<file path="config.mk">
export PLATFORM = sky130hd
export DESIGN_NAME = squeeze_bias_sequencer
export DESIGN_NICKNAME = d
export VERILOG_FILES = /design/src/rtl/squeeze_bias_sequencer_pkg.sv /design/src/rtl/squeeze_bias_sequencer_bias_relu_sat.sv /design/src/rtl/squeeze_bias_sequencer.sv
export SDC_FILE = /design/constraint.sdc
export NUM_CORES = 1
export LEC_CHECK = 0
export ABC_AREA = 1
export BUFFER_PORTS_ARGS = -buffer_cell sky130_fd_sc_hd__buf_2
export CAP_MARGIN = 20
export CELL_PAD_IN_SITES_DETAIL_PLACEMENT = 1
export CELL_PAD_IN_SITES_GLOBAL_PLACEMENT = 1
export CORE_AREA = 4 4 219 221
export DETAILED_ROUTE_END_ITERATION = 10
export DIE_AREA = 0 0 223 225
export GPL_ROUTABILITY_DRIVEN = 1
export PLACE_DENSITY = 0.69
export SLEW_MARGIN = 30
export SYNTH_ARGS = -nofsm -noshare
export SYNTH_HDL_FRONTEND = slang
export SYNTH_SLANG_ARGS = --single-unit
</file>
<file path="constraint.sdc">
create_clock -name clk -period 8.9 [get_ports clk]
set_input_delay 1.78 -clock clk [delete_from_list [all_inputs] [get_ports clk]]
set_output_delay 1.78 -clock clk [all_outputs]
set_load 0.02 [all_outputs]
</file>
<file path="src/rtl/squeeze_bias_sequencer_pkg.sv">
// Shared types and helpers for the fire squeeze-layer bias sequencer.
// Biases are stored sign-magnitude and converted to two's complement before the add.
package squeeze_pkg;

  localparam int unsigned N_CH  = 32;
  localparam int unsigned N_PIX = 729;
  localparam logic [15:0] SM_MAX = 16'h7FFF;

  typedef struct packed {
    logic        sign;
    logic [14:0] mag;
  } sm16_t;

  typedef enum logic [1:0] {
    StIdle,
    StRun,
    StDrain,
    StDone
  } seq_state_t;

  // Negating a zero magnitude yields zero, so 0x8000 (negative zero) maps to 0.
  // Result is sign-extended from w bits so callers may slice any width up to w.
  function automatic logic signed [63:0] sm_to_tc(sm16_t v, int w);
    logic signed [63:0] mag;
    logic signed [63:0] r;
    mag = 64'(v.mag);
    r   = v.sign ? -mag : mag;
    return (r <<< (64 - w)) >>> (64 - w);
  endfunction

endpackage

</file>
<file path="src/rtl/squeeze_bias_sequencer_bias_relu_sat.sv">
// Two-stage bias-add / ReLU / saturate pipeline with valid-ready flow control.
// Channel tag and last flag travel alongside the data.
module bias_relu_sat
  import squeeze_pkg::*;
#(
  parameter int unsigned AccW = 32,
  parameter int unsigned ChW  = 5
) (
  input  logic            clk,
  input  logic            rst,
  input  logic            in_fire,
  input  logic [AccW-1:0] in_acc,
  input  logic [15:0]     bias,
  input  logic [ChW-1:0]  in_ch,
  input  logic            in_last,
  output logic            s1_adv,
  output logic            out_valid,
  input  logic            out_ready,
  output logic [15:0]     out_data,
  output logic [ChW-1:0]  out_ch,
  output logic            out_last
);

  logic               s2_adv;
  logic signed [63:0] bias_tc;

  logic            s1_v_q, s1_v_d;
  logic [AccW:0]   s1_sum_q, s1_sum_d;
  logic [ChW-1:0]  s1_ch_q, s1_ch_d;
  logic            s1_last_q, s1_last_d;

  logic            s2_v_q, s2_v_d;
  logic [14:0]     s2_res_q, s2_res_d;
  logic [ChW-1:0]  s2_ch_q, s2_ch_d;
  logic            s2_last_q, s2_last_d;

  always_comb begin
    s2_adv  = !s2_v_q | out_ready;
    s1_adv  = !s1_v_q | s2_adv;
    bias_tc = sm_to_tc(sm16_t'(bias), int'(AccW) + 1);

    s1_v_d    = s1_v_q;
    s1_sum_d  = s1_sum_q;
    s1_ch_d   = s1_ch_q;
    s1_last_d = s1_last_q;
    if (s1_adv) begin
      s1_v_d = in_fire;
      if (in_fire) begin
        // One extra bit of headroom: the sum of a full-range acc and a 16-bit bias cannot wrap.
        s1_sum_d  = {in_acc[AccW-1], in_acc} + bias_tc[AccW:0];
        s1_ch_d   = in_ch;
        s1_last_d = in_last;
      end
    end

    s2_v_d    = s2_v_q;
    s2_res_d  = s2_res_q;
    s2_ch_d   = s2_ch_q;
    s2_last_d = s2_last_q;
    if (s2_adv) begin
      s2_v_d = s1_v_q;
      if (s1_v_q) begin
        if (s1_sum_q[AccW]) begin
          s2_res_d = '0;
        end else if (|s1_sum_q[AccW-1:15]) begin
          s2_res_d = SM_MAX[14:0];
        end else begin
          s2_res_d = s1_sum_q[14:0];
        end
        s2_ch_d   = s1_ch_q;
        s2_last_d = s1_last_q;
      end
    end

    out_valid = s2_v_q;
    out_data  = {1'b0, s2_res_q};
    out_ch    = s2_ch_q;
    out_last  = s2_last_q;
  end

  always_ff @(posedge clk) begin
    if (rst) begin
      s1_v_q    <= 1'b0;
      s1_sum_q  <= '0;
      s1_ch_q   <= '0;
      s1_last_q <= 1'b0;
      s2_v_q    <= 1'b0;
      s2_res_q  <= '0;
      s2_ch_q   <= '0;
      s2_last_q <= 1'b0;
    end else begin
      s1_v_q    <= s1_v_d;
      s1_sum_q  <= s1_sum_d;
      s1_ch_q   <= s1_ch_d;
      s1_last_q <= s1_last_d;
      s2_v_q    <= s2_v_d;
      s2_res_q  <= s2_res_d;
      s2_ch_q   <= s2_ch_d;
      s2_last_q <= s2_last_d;
    end
  end

endmodule

</file>
<file path="src/rtl/squeeze_bias_sequencer.sv">
// Frame sequencer for the fire squeeze layer: counts channels/pixels, selects the
// channel bias and feeds the bias/ReLU/saturate pipeline.
module squeeze_bias_sequencer
  import squeeze_pkg::*;
#(
  parameter int unsigned NCh   = N_CH,
  parameter int unsigned NPix  = N_PIX,
  parameter int unsigned BiasW = 16,
  parameter int unsigned AccW  = 32
) (
  input  logic                    clk,
  input  logic                    rst,
  input  logic                    start,
  output logic                    busy,
  output logic                    done,
  input  logic [NCh*BiasW-1:0]    bias_mem,
  input  logic                    in_valid,
  output logic                    in_ready,
  input  logic [AccW-1:0]         in_acc,
  output logic                    out_valid,
  input  logic                    out_ready,
  output logic [BiasW-1:0]        out_data,
  output logic [$clog2(NCh)-1:0]  out_ch,
  output logic                    out_last
);

  localparam int unsigned ChW  = $clog2(NCh);
  localparam int unsigned PixW = (NPix > 1) ? $clog2(NPix) : 1;

  seq_state_t      state_q, state_d;
  logic [ChW-1:0]  ch_cnt_q, ch_cnt_d;
  logic [PixW-1:0] pix_cnt_q, pix_cnt_d;

  logic             s1_adv;
  logic             in_fire;
  logic             ch_wrap;
  logic             in_is_last;
  logic [BiasW-1:0] bias_sel;

  always_comb begin
    in_ready   = (state_q == StRun) & s1_adv;
    in_fire    = in_valid & in_ready;
    ch_wrap    = (ch_cnt_q == ChW'(NCh - 1));
    in_is_last = ch_wrap & (pix_cnt_q == PixW'(NPix - 1));
    bias_sel   = bias_mem[int'(ch_cnt_q) * BiasW +: BiasW];

    state_d   = state_q;
    ch_cnt_d  = ch_cnt_q;
    pix_cnt_d = pix_cnt_q;
    unique case (state_q)
      StIdle: begin
        if (start) begin
          state_d   = StRun;
          ch_cnt_d  = '0;
          pix_cnt_d = '0;
        end
      end
      StRun: begin
        // Counters park on the final channel/pixel while the pipeline drains.
        if (in_fire) begin
          if (in_is_last) begin
            state_d = StDrain;
          end else if (ch_wrap) begin
            ch_cnt_d  = '0;
            pix_cnt_d = pix_cnt_q + 1'b1;
          end else begin
            ch_cnt_d = ch_cnt_q + 1'b1;
          end
        end
      end
      StDrain: begin
        if (out_valid & out_ready & out_last) state_d = StDone;
      end
      StDone:  state_d = StIdle;
      default: state_d = StIdle;
    endcase

    busy = (state_q == StRun) | (state_q == StDrain);
    done = (state_q == StDone);
  end

  always_ff @(posedge clk) begin
    if (rst) begin
      state_q   <= StIdle;
      ch_cnt_q  <= '0;
      pix_cnt_q <= '0;
    end else begin
      state_q   <= state_d;
      ch_cnt_q  <= ch_cnt_d;
      pix_cnt_q <= pix_cnt_d;
    end
  end

  bias_relu_sat #(
    .AccW (AccW),
    .ChW  (ChW)
  ) u_bias_relu_sat (
    .clk       (clk),
    .rst       (rst),
    .in_fire   (in_fire),
    .in_acc    (in_acc),
    .bias      (bias_sel),
    .in_ch     (ch_cnt_q),
    .in_last   (in_is_last),
    .s1_adv    (s1_adv),
    .out_valid (out_valid),
    .out_ready (out_ready),
    .out_data  (out_data),
    .out_ch    (out_ch),
    .out_last  (out_last)
  );

endmodule

</file>
==> PnR_summary.wiki <==
{| class="wikitable"
! Metric !! Value
|-
| Final number of hold-violating endpoints || 0
|-
| Net count of the mapped netlist || 2628
|-
| Post-DP HPWL || 56.16 mm
|-
| Final total negative setup slack || 0 ns
|-
| Fraction of final layout cells sized beyond drive strength 1 || 0.2520
|-
| Maximum ir drop on the vdd rail || 178.0 uV
|-
| Non-filler instance count after layout || 3137
|-
| Post-DR wirelength/cell || 21.92 um
|-
| Die area || 50180 um2
|-
| Pins over their slew limit || 0
|-
| Cell family with most CP delay || compound AO/OA/AOI/OAI gates
|-
| Cell Pwr Density || 376.5 nW/um2
|-
| Number of cells on the worst hold path || 2
|-
| Number of flip-flops and latches in the synthesized netlist || 79
|-
| Number of top-level design ports || 575
|-
| Syn-to-layout area delta || 31.25%
|-
| Wire length of the first global-routing pass || 99.88 mm
|-
| Gpl congestion || 0.9268
|-
| Worst slack after detailed placement || 2.737 ns
|-
| Maximum fanout along the worst path || 4
|-
| Net load switching power || 3.343 mW
|-
| Yosys warnings || 0
|-
| Logic depth of the worst path, buffers included || 26
|-
| Crit share post-route || 0.6584
|-
| Clock tree buffer depth || 2
|-
| Later-pin clock latency in the skew report || 0.34 ns
|-
| Clock-pin slew of the registers on the worst-case setup and hold paths || 0.07 ns
|-
| All-layer global routing usage || 0.2596
|-
| Leakage power || 7.582 nW
|-
| Signal arrival time at the worst endpoint || 6.10 ns
|-
| Clock tree from TritonCTS || yes
|-
| Main synth FF type || sky130_fd_sc_hd__dfxtp_1
|-
| First-pass detailed-route iteration total || 5
|-
| Worst Skew || 0.01086 ns
|-
| Worst Tran Pin Value || 0.9117 ns
|-
| Via count of the first global-routing pass || 16070
|-
| Post-synthesis cell type count || 49
|-
| Total of cells resized after clock tree synthesis || 0
|-
| Number of port buffers || 573
|-
| Async SR Flop Fraction || 0
|-
| Start-to-end type of the worst setup path || in -> reg
|-
| Clock sink count || 79
|-
| Largest stage delay, worst path || 0.43 ns
|-
| Worst Setup End Kind || register
|-
| Final core area utilization || 0.3091
|-
| Leading cell type by number of instances after synthesis || sky130_fd_sc_hd__nand2_1
|-
| Number of cell instances on the worst register-to-register path || 26
|-
| Num CTS Buffers || 9
|-
| Most repeated library cell on the critical path || sky130_fd_sc_hd__o21ai_0
|-
| Final worst slack || 3.041 ns
|-
| Reg power frac || 0.090
|-
| Setup violations, final || 0
|-
| Worst endpoint required time || 9.14 ns
|-
| Post-CTS Repair Setup Buffers || 0
|-
| Switching portion of total power || 0.6223
|-
| Number of cell rows || 79
|-
| Worst min path class || reg -> reg
|-
| Via count || 15610
|-
| Worst slew margin relative to its limit || 0.3913
|-
| Count of max-cap constraint violations || 0
|-
| Number of instances in the synthesized netlist || 2035
|-
| Net count reported at finish || 3104
|-
| Most area-consuming cells after synthesis || sky130_fd_sc_hd__nand2_1 23%, sky130_fd_sc_hd__dfxtp_1 15%, sky130_fd_sc_hd__nand3_1 9.9%
|-
| Inst Count DP || 3107
|-
| Post-synthesis cell area || 10870 um2
|-
| Y dimension of the die || 225 um
|-
| Mean post-synth cell area || 5.342 um2
|-
| Share of total power in combinational logic || 0.842
|-
| Post-route antenna net violation count || 0
|-
| Startpoint kind of the worst setup timing path || input pin
|-
| Total Power Consumption || 5.372 mW
|-
| Clock root cell || sky130_fd_sc_hd__clkbuf_16
|-
| Core box area || 46160 um2
|-
| Synth area leader || sky130_fd_sc_hd__nand2_1
|-
| Highest attainable clock frequency || 170.7 MHz
|-
| Horizontal die dimension || 223 um
|-
| Count of buffer and inverter cells on the critical path || 3
|-
| Slowest-stage cell, CP || sky130_fd_sc_hd__o211ai_1
|-
| Quantity of hold-fixing buffers added after cts || 0
|-
| Internal Dissipation || 2.029 mW
|-
| Setup repair after global routing missed its margin || no
|-
| Outcome || finished clean
|-
| Count of H-tree levels built during CTS || 3
|-
| Routed vias/inst || 4.976
|-
| Antenna violations before repair || 26
|-
| Initial standard-cell utilization of the core || 0.2355
|-
| Final critical path time including I/O delays and setup || 5.859 ns
|-
| Portion of synthesized cell area occupied by the leading cell type || 0.2313
|-
| Maximum number of pins on one net before global-route repair || 170
|-
| Remaining Overflow, GRT || 0
|-
| Remaining design rule violation count || 0
|-
| Wire length reported by the detailed router || 68.77 mm
|-
| Seq/Total Area, Yosys || 0.1455
|-
| Number of DRC markers after the initial detailed-route iteration || 1065
|-
| Count of flip-flops with a built-in enable after synthesis || 0
|-
| Most used standard cells in the synthesized netlist || 670 x sky130_fd_sc_hd__nand2_1, 245 x sky130_fd_sc_hd__nor2_1, 214 x sky130_fd_sc_hd__nand3_1, 164 x sky130_fd_sc_hd__inv_1, 152 x sky130_fd_sc_hd__o21ai_0
|-
| Clock power share || 0.067
|}
==> path summary, 6_finish.rpt <==
path                              start                      endpoint  slack [ns]
max                       bias_mem[257]  u_bias_relu_sat.s1_sum_q[24]        3.04
min reg2reg  u_bias_relu_sat.s1_ch_q[0]     u_bias_relu_sat.out_ch[0]        0.46
min          u_bias_relu_sat.s1_ch_q[0]     u_bias_relu_sat.out_ch[0]        0.46
max reg2reg                 ch_cnt_q[2]  u_bias_relu_sat.s1_sum_q[24]        3.12
==> state kept, by name, summed over array words and instances, names as in the netlist <==
| signal | cells |
|---|---|
| u_bias_relu_sat.out_ch | 5 |
| u_bias_relu_sat.s1_last_q | 1 |
| u_bias_relu_sat.out_last | 1 |
| ch_cnt_q | 5 |
| u_bias_relu_sat.s1_v_q | 1 |
| u_bias_relu_sat.s1_ch_q | 5 |
| u_bias_relu_sat.s1_sum_q | 33 |
| u_bias_relu_sat.s2_res_q | 15 |
| pix_cnt_q | 10 |
| state_q | 2 |
| u_bias_relu_sat.out_valid | 1 |
==> cells in the final DEF, fill, tap and decap left out, types with 23 or more instances in the layout <==
| master | Yosys | layout |
|---|---|---|
| sky130_fd_sc_hd__o21ai_1 | 23 | 23 |
| sky130_fd_sc_hd__inv_1 | 164 | 162 |
| sky130_fd_sc_hd__a21oi_1 | 123 | 123 |
| sky130_fd_sc_hd__buf_2 | 57 | 573 |
| sky130_fd_sc_hd__nor2_1 | 245 | 245 |
| sky130_fd_sc_hd__dfxtp_1 | 79 | 76 |
| sky130_fd_sc_hd__nand3_1 | 214 | 214 |
| sky130_fd_sc_hd__nand2_1 | 670 | 670 |
| sky130_fd_sc_hd__o21ai_0 | 152 | 152 |
| sky130_fd_sc_hd__ha_1 | 43 | 43 |
==> cell families (layout without fill, tap and decap cells) <==
logic type	count (synthesis)	count (layout)	share of synthesized area
compound gates	396	396	0.2050
xor+xnor	29	29	0.02336
fa+ha+maj	44	44	0.05133
buf+inv	297	778	0.1245
flops	79	79	0.1455
other cells	1	15	0.0003449
simple gates	1189	1189	0.4500
==> routing by layer <==
metal | global-route usage | routed length [um] | share of wire
met5 | 0 | 100 | 0.0015
met4 | 0.07815 | 1856 | 0.027
met3 | 0.04246 | 4441 | 0.065
met2 | 0.4424 | 32630 | 0.47
met1 | 0.3383 | 29740 | 0.43
==> worst register-to-register path, cell delays in order, from the launching register on <==
cell and delay, ns:
sky130_fd_sc_hd__dfxtp_2 0.31, sky130_fd_sc_hd__buf_4 0.46, sky130_fd_sc_hd__inv_2 0.53, sky130_fd_sc_hd__nand2_1 0.17
sky130_fd_sc_hd__buf_4 0.38, sky130_fd_sc_hd__inv_1 0.32, sky130_fd_sc_hd__nand2_1 0.13, sky130_fd_sc_hd__nand4_1 0.13
sky130_fd_sc_hd__nand2_2 0.18, sky130_fd_sc_hd__ha_1 0.19, sky130_fd_sc_hd__nand2_1 0.08, sky130_fd_sc_hd__nor2_2 0.17
sky130_fd_sc_hd__nand3_1 0.12, sky130_fd_sc_hd__nor3_1 0.17, sky130_fd_sc_hd__ha_1 0.25, sky130_fd_sc_hd__nand2_1 0.06
sky130_fd_sc_hd__o21ai_0 0.14, sky130_fd_sc_hd__ha_1 0.38, sky130_fd_sc_hd__nand2_1 0.13, sky130_fd_sc_hd__inv_1 0.05
sky130_fd_sc_hd__a21oi_1 0.18, sky130_fd_sc_hd__a21boi_0 0.42, sky130_fd_sc_hd__o21ai_0 0.21, sky130_fd_sc_hd__a21o_1 0.21
sky130_fd_sc_hd__xor2_1 0.14, sky130_fd_sc_hd__o21bai_1 0.13, sky130_fd_sc_hd__inv_1 0.06
==> power by group through the flow <==
stage               Clock, mW  Sequential [mW]  Combinational, mW
global placement            0            0.490               4.41
CTS                     0.371            0.485               4.52
floorplan                   0            0.476               3.11
detailed placement          0            0.492               4.49
global route            0.385            0.495               5.03
finish                  0.362            0.486               4.53
==> area by class of cell <==
class	count	area (um2)
timing repair buffer	590	3008
clock buffer	12	256.5
clock inverter	4	27.53
fill	6381	31890
inverter	172	655.6
antenna	14	35.03
sequential	79	1590
multi-input combinational	1659	7936
tap	607	759.5
==> per-stage QoR <==
step	area [um2]	hold slack, ns
finish	14270	0.4552
global route	14260	0.4778
CTS	14230	0.4569
detailed placement	13950	0.4493
global placement	13950	0.4387
floorplan	10870	0.4297
Note: power is estimated with default switching activity, not from simulation.
